$ cat src/rtl/lic_mmio.sv
// lic_mmio: memory-mapped register window onto the local interrupt/timer
// controller (LIC). One request in flight at a time: a request is accepted in
// IDLE, and its response is held in RESP until the consumer takes it.
//
// Register map (byte offsets):
//   0x0 mtime     RW  forwarded to/from the LIC
//   0x4 mtimecmp  RW  forwarded to/from the LIC; a store also rearms (clears pending)
//   0x8 STATUS    bit0 = timer pending, write-1-to-clear
//   0xC MSIP      bit0 = msip, only when LIC_MMIO_MSIP_EN is defined, else error
// Misaligned, unmapped or out-of-block (bits ADDR_W-1:4 set) offsets answer
// resp_err=1 with zero data and have no side effect.
//
// Ports:
//   clk, reset                     clock, synchronous active-high reset
//   req_*                          request channel (valid/ready)
//   resp_*                         response channel (valid/ready)
//   lic_mtime_read/_write/_ena     mtime value and write strobe
//   lic_mtimecmp_read/_write/_ena  mtimecmp value and write strobe
//   lic_timer_interrupt            one-cycle compare-match pulse
//   timer_irq                      level pending flag to the core
//   msip_irq                       software interrupt level (LIC_MMIO_MSIP_EN only)
//
// Configuration macro: LIC_MMIO_MSIP_EN (enables the MSIP register at 0xC).

`ifndef CPU6_XLEN
`define CPU6_XLEN 32
`endif

module lic_mmio #(
  parameter int ADDR_W = 4
) (
  input  logic                  clk,
  input  logic                  reset,
  input  logic                  req_valid,
  output logic                  req_ready,
  input  logic                  req_write,
  input  logic [ADDR_W-1:0]     req_addr,
  input  logic [`CPU6_XLEN-1:0] req_wdata,
  output logic                  resp_valid,
  input  logic                  resp_ready,
  output logic [`CPU6_XLEN-1:0] resp_rdata,
  output logic                  resp_err,
  input  logic [`CPU6_XLEN-1:0] lic_mtime_read,
  input  logic [`CPU6_XLEN-1:0] lic_mtimecmp_read,
  output logic [`CPU6_XLEN-1:0] lic_mtime_write,
  output logic [`CPU6_XLEN-1:0] lic_mtimecmp_write,
  output logic                  lic_mtime_write_ena,
  output logic                  lic_mtimecmp_write_ena,
  input  logic                  lic_timer_interrupt,
`ifdef LIC_MMIO_MSIP_EN
  output logic                  msip_irq,
`endif
  output logic                  timer_irq
);

  typedef enum logic {IDLE = 1'b0, RESP = 1'b1} state_t;

  state_t                  state;
  logic                    pending;
  logic                    accept;
  logic                    wr_ok;
  logic [3:0]              off;
  logic                    hi_err;
  logic                    dec_err;
  logic                    msip_hit;
  logic [`CPU6_XLEN-1:0]   load_data;
  logic                    status_clr;
  logic                    rearm;

`ifdef LIC_MMIO_MSIP_EN
  logic msip;
  assign msip_irq = msip;
  assign msip_hit = 1'b1;
`else
  assign msip_hit = 1'b0;
`endif

  assign off    = req_addr[3:0];
  assign hi_err = (req_addr >> 4) != '0;
  // Aligned in-block offsets are 0x0/0x4/0x8/0xC; 0xC only exists with MSIP.
  assign dec_err = (off[1:0] != 2'b00) || hi_err || ((off == 4'hC) && !msip_hit);

  assign accept = req_valid && req_ready;
  // Side effects only for accepted, well-formed stores outside reset.
  assign wr_ok  = accept && req_write && !dec_err && !reset;

  assign lic_mtime_write        = req_wdata;
  assign lic_mtimecmp_write     = req_wdata;
  assign lic_mtime_write_ena    = wr_ok && (off == 4'h0);
  assign lic_mtimecmp_write_ena = wr_ok && (off == 4'h4);

  assign status_clr = wr_ok && (off == 4'h8) && req_wdata[0];
  assign rearm      = wr_ok && (off == 4'h4);

  assign timer_irq = pending;

  // Load data uses the pre-update pending/msip values of the accept cycle.
  always_comb begin
    load_data = '0;
    if (!req_write && !dec_err) begin
      case (off)
        4'h0:    load_data = lic_mtime_read;
        4'h4:    load_data = lic_mtimecmp_read;
        4'h8:    load_data = {{(`CPU6_XLEN-1){1'b0}}, pending};
`ifdef LIC_MMIO_MSIP_EN
        4'hC:    load_data = {{(`CPU6_XLEN-1){1'b0}}, msip};
`endif
        default: load_data = '0;
      endcase
    end
  end

  always_ff @(posedge clk) begin
    if (reset) begin
      state      <= IDLE;
      req_ready  <= 1'b1;
      resp_valid <= 1'b0;
      resp_rdata <= '0;
      resp_err   <= 1'b0;
      pending    <= 1'b0;
`ifdef LIC_MMIO_MSIP_EN
      msip       <= 1'b0;
`endif
    end else begin
      case (state)
        IDLE: if (accept) begin
          state      <= RESP;
          req_ready  <= 1'b0;
          resp_valid <= 1'b1;
          resp_rdata <= load_data;
          resp_err   <= dec_err;
        end
        RESP: if (resp_ready) begin
          state      <= IDLE;
          req_ready  <= 1'b1;
          resp_valid <= 1'b0;
        end
        default: begin
          state      <= IDLE;
          req_ready  <= 1'b1;
          resp_valid <= 1'b0;
        end
      endcase

      // A compare-match pulse wins over any same-cycle clear.
      if (lic_timer_interrupt)
        pending <= 1'b1;
      else if (status_clr || rearm)
        pending <= 1'b0;

`ifdef LIC_MMIO_MSIP_EN
      if (wr_ok && (off == 4'hC))
        msip <= req_wdata[0];
`endif
    end
  end

endmodule

$ cat config.mk
export PLATFORM = sky130hd
export DESIGN_NAME = lic_mmio
export DESIGN_NICKNAME = d
export VERILOG_FILES = /design/src/rtl/lic_mmio.sv
export SDC_FILE = /design/constraint.sdc
export NUM_CORES = 1
export LEC_CHECK = 0
export CAP_MARGIN = 25
export CORE_ASPECT_RATIO = 1.25
export CORE_MARGIN = 4
export CORE_UTILIZATION = 35
export DETAILED_ROUTE_END_ITERATION = 10
export DONT_BUFFER_PORTS = 1
export GPL_TIMING_DRIVEN = 0
export PLACE_DENSITY = 0.46
export SLEW_MARGIN = 10
export SYNTH_ARGS = -nofsm -noshare
export SYNTH_HDL_FRONTEND = slang
export SYNTH_SLANG_ARGS = --single-unit
$ cat constraint.sdc
create_clock -name clk -period 2.5 [get_ports clk]
set_input_delay 0.375 -clock clk [delete_from_list [all_inputs] [get_ports clk]]
set_output_delay 0.375 -clock clk [all_outputs]
set_load 0.01 [all_outputs]
# Word-level counts from Yosys, hierarchy flattened
# Cells that the tools add are included.
[classes] muxes=13 n_reduce_logical=19 n_bitwise=1 eq_ne=5
[ops] operator="32-bit case mux with 3 select lines" n=1
[ops] operator="32-bit two-way mux" n=1
[ops] operator="1-bit logical AND" n=9
[ops] operator="4-bit equality test (second input constant)" n=2
[ops] operator="1-bit two-way mux" n=8
[ops] operator="1-bit case mux with 2 select lines" n=3
[ops] operator="4-bit by 3-bit equality test with 1-bit output (second input constant)" n=1
[ops] operator="4-bit logical NOT" n=1
[ops] operator="2-bit inequality test (second input constant)" n=2
[ops] operator="2-bit AND reduction" n=2
[ops] operator="2-bit nonzero test" n=2
[ops] operator="1-bit logical NOT" n=3
[ops] operator="1-bit logical OR" n=2
[ops] operator="1-bit NOT" n=1
[word_totals] in_bits=106 ff_bits=37

# Depth between registers and ports, before layout
[logic_depth] ltp_word=10 depth_mapped=5 depth_no_buf=3

# Worst setup path after synthesis
# Ideal clock, no wire load.
[synth_path] path_kind="input to output" from="input port req_addr[2]" to="output port lic_mtimecmp_write_ena" required_ns=2.125 arrival_time_ns=1.271 slack_ns=0.854 stages=3 path_cell_list="buf_2 > buf_2 > nor4b_1"
[synth_via] elab_chain_len=6
[synth_rtl] item="start, declared" line_no="37" source="input logic [ADDR_W-1:0] req_addr,"
[synth_rtl] item="4-bit equality test" line_no="81" source="assign dec_err = (off[1:0] != 2'b00) || hi_err || ((off == 4'hC) && !msip_hit);"
[synth_rtl] item="1-bit logical OR" line_no="81"
[synth_rtl] item="1-bit logical NOT" line_no="85" source="assign wr_ok = accept && req_write && !dec_err && !reset;"
[synth_rtl] item="1-bit logical AND (2 in series)" line_no="85"
[synth_rtl] item="1-bit logical AND *" line_no="90" source="assign lic_mtimecmp_write_ena = wr_ok && (off == 4'h4);"
[synth_rtl] item="end, declared" line_no="48" source="output logic lic_mtimecmp_write_ena,"
# Mark *: on every way between the ends. The rest lies on a longest branch, timed or not.

# Final worst setup path
[layout_path] from="register req_ready" to="output port lic_mtimecmp_write_ena"
[layout_via] elab_chain_len=5
[layout_rtl] item="start, declared" line_no="35" source="output logic req_ready,"
[layout_rtl] item="start signal, assigned" line_no="116" source="req_ready <= 1'b1;"
[layout_rtl] item="start signal, assigned" line_no="128" source="req_ready <= 1'b0;"
[layout_rtl] item="start signal, assigned" line_no="135" source="req_ready <= 1'b1;"
[layout_rtl] item="1-bit logical AND" line_no="83" source="assign accept = req_valid && req_ready;"
[layout_rtl] item="1-bit logical AND (3 in series)" line_no="85"
[layout_rtl] item="1-bit logical AND" line_no="90"
# Every way passes these cells.

==> out/summary.txt <==
===========================================================================================
Relative max-transition margin                                                        51.2%
Synthesized-area fraction occupied by and/or/nand/nor cells                           11.2%
Measured slew at the worst slew-check pin                                          0.733 ns
Synthesized-area fraction occupied by ao, oa, aoi and oai cells                       18.7%
Total Die Area                                                                 0.00817 sq mm
TritonCTS clock tree                                                                    yes
Power per unit of standard cell area                                            570 mW/mm^2
Final Max Slew Viols                                                                      0
Warnings from Yosys                                                                       0
Final critical delay including setup and external delays                            1.89 ns
Portion of the post-synthesis area used by sequential elements                        31.2%
# resized after CTS                                                                       0
Number of nets in the final layout                                                      355
Final design instance area without fill                                        0.00262 sq mm
Number of design-rule violations left by the first detailed-router iteration             58
Outcome                                                                           completed
Critical path required time                                                         2.12 ns
Hold Violations, Final                                                                    0
Leakage power                                                                       1.11 nW
Maximum number of pins on one net before global-route repair                             13
Uppermost signal routing layer after detailed routing                                  met4
Total DRC errors in the routed layout                                                     0
Aggregate routed wire length                                                        6.10 mm
Wire length on met2                                                                 3.01 mm
Number of sinks driven by the clock tree                                                 37
Post-CTS setup buffer count                                                               0
Clock Root Buffer                                                                  clkbuf_8
Port Buffer Count                                                                         0
Setup repair after global routing missed its margin                                   false
Synth Register Bits                                                                      37
Peak ir drop on the vdd network                                                  0.000240 V
Vertical die dimension                                                          100 microns
Routed via count divided by cell count                                                 5.09
Mux cell area share after synthesis                                                   13.9%
Number of H-tree levels                                                                   2
Endpoint class of the critical path                                             output port
Cell taking the most area after synthesis                                           dfxtp_1
Cell area after placement                                                      0.00248 sq mm
CTS Buffer Depth                                                                          2
Type of element launching the critical path                                        register
Combinational family with the most area after synthesis                        buffers and inverters
Class of the tightest hold or removal check                                       in -> reg
Number of library cell types mapped by synthesis                                         30
Most area-consuming cells after synthesis                                      dfxtp_1 31%, buf_4 20%, o31ai_2 16%
Mean area per synthesized cell                                                   9.81 sq um
Number of clock buffers inserted by TritonCTS                                             5
Max-Cap Viols                                                                             0
Initial Util                                                                          36.2%
Final-layout setup total negative slack                                                0 ns
Finish-stage setup viols                                                                  0
Proportion of layout cells with a drive suffix above 1                                45.6%
Width of the die                                                               81.7 microns
Leading cell types in the layout, fill and taps excluded                       64 x buf_4, 37 x dfxtp_1, 33 x mux2i_1, 31 x nand3_1, 30 x o31ai_2
Later-pin clock latency in the skew report                                          0.29 ns
Gpl congestion                                                                        0.698
Hold bufs inserted after CTS                                                              0
ANT cells                                                                                 0
Type of the setup path with the least slack                                      reg -> out
I/O pin cnt                                                                             208
Antenna violations before repair                                                          0
Worst setup timing slack at the placement stage                                    0.656 ns
Num rows                                                                                 33
Share of Yosys cell area claimed by the top area cell type                            31.2%
Wire length of the first global-routing pass                                        8.62 mm
Routed length on met1                                                               2.17 mm
Critical path data arrival time                                                     1.52 ns
Share of synthesized cell area in full adder, half adder and majority cells              0%
Most common cell after layout, fill and taps aside                                    buf_4
Post-Synthesis Cells                                                                    242
Area growth syn-to-layout                                                             10.2%
Worst-case clock skew                                                            0.00709 ns
Total via count in the routed design                                                   1715
Remaining global-route overflow                                                           0
Routed length per placed instance                                              18.1 microns
TritonRoute pass-1 iters                                                                  4
Fin worst setup slack                                                              0.609 ns
Largest fanout of any net on the critical path                                            4
GRT Overall Usage                                                                     13.8%
Clock-pin slew on the worst setup and hold paths                                    0.08 ns
Routed met3 length                                                              852 microns
Cell area after technology mapping                                             0.00237 sq mm
Final period util                                                                     75.6%
Xor and xnor area share after synthesis                                                  0%
Peak clock frequency supported by timing                                          0.529 GHz
Number of global-route vias before repair                                              1635
CORE AREA                                                                      0.00657 sq mm
Number of routed nets with antenna violations                                             0
Post-detailed-placement half-perimeter wirelength                                   4.81 mm
Syn Nets                                                                                348
===========================================================================================
-- per-stage QoR --
stage	power (mW)	utilization [%]	instances	hold WS (ns)
after floorplan	0.851	-	242	0.477
after global placement	0.896	37.8	329	0.495
after detailed placement	0.896	37.8	329	0.498
after CTS	1.53	39.9	337	0.211
after global routing	1.57	39.9	337	0.199
final	1.49	39.9	337	0.227
-- cells in the mapped netlist, drive strengths merged --
master and count:
a22o 1, dfxtp 37, nor4 2, o31ai 31
and3 1, nor2 2, a211o 1, nand2 3
a32o 1, and2b 2, nand3 31, nor2b 1
clkbuf 6, and3b 1, a21oi 3, nand2b 1
o21ai 2, buf 77, nand3b 2, clkinv 1
mux2i 33, nor4b 1, o211ai 1, or4b 1
-- report_power, final --
part,internal [mW],leakage [nW],switching [mW],total (mW)
logic,0.115,0.746,0.147,0.261
clock network,0.396,0.0681,0.217,0.614
registers,0.601,0.300,0.0146,0.615
-- worst max-delay path, stage by stage (launching register included) --
cell	delay [ns]
dfxtp_1	0.44
and3_1	0.21
nand2_1	0.08
nor4b_1	0.50
-- final timing paths --
kind | from | end | slack [ns] | cells after the start
setup / recovery | req_ready | lic_mtimecmp_write_ena | 0.61 | 3
hold / removal | lic_timer_interrupt | timer_irq | 0.23 | 1
setup reg to reg | state | resp_rdata[21] | 0.89 | 5
hold reg to reg | resp_valid | resp_valid | 0.51 | 2
-- state kept, by name (all words and copies together) (netlist names) --
name and count:
resp_rdata 32, state 1, req_ready 1, resp_err 1
timer_irq 1, resp_valid 1
-- routing by layer --
layer / global-route usage [%] / up-vias
li1: - / 813
met1: 16.4 / 779
met2: 22.4 / 117
met3: 5.48 / 6
met4: 4.60 / 0
met5: 0 / -
-- kinds of logic after synthesis --
family	count (synthesis)
buffers and inverters	84
AO/OA/AOI/OAI	40
multiplexers	33
AND/OR/NAND/NOR	48
flip-flops	37
-- cell type report --
cell class                      count  area [sq um]
Fill cell                         660          3950
Sequential cell                    37           741
Buffer                             83           589
Clock buffer                        5          68.8
Multi-Input combinational cell    121          1040
Inverter                            1          3.75
Tap cell                           87           109
Clock inverter                      3          65.1
Power figures use the tool's default switching activity.
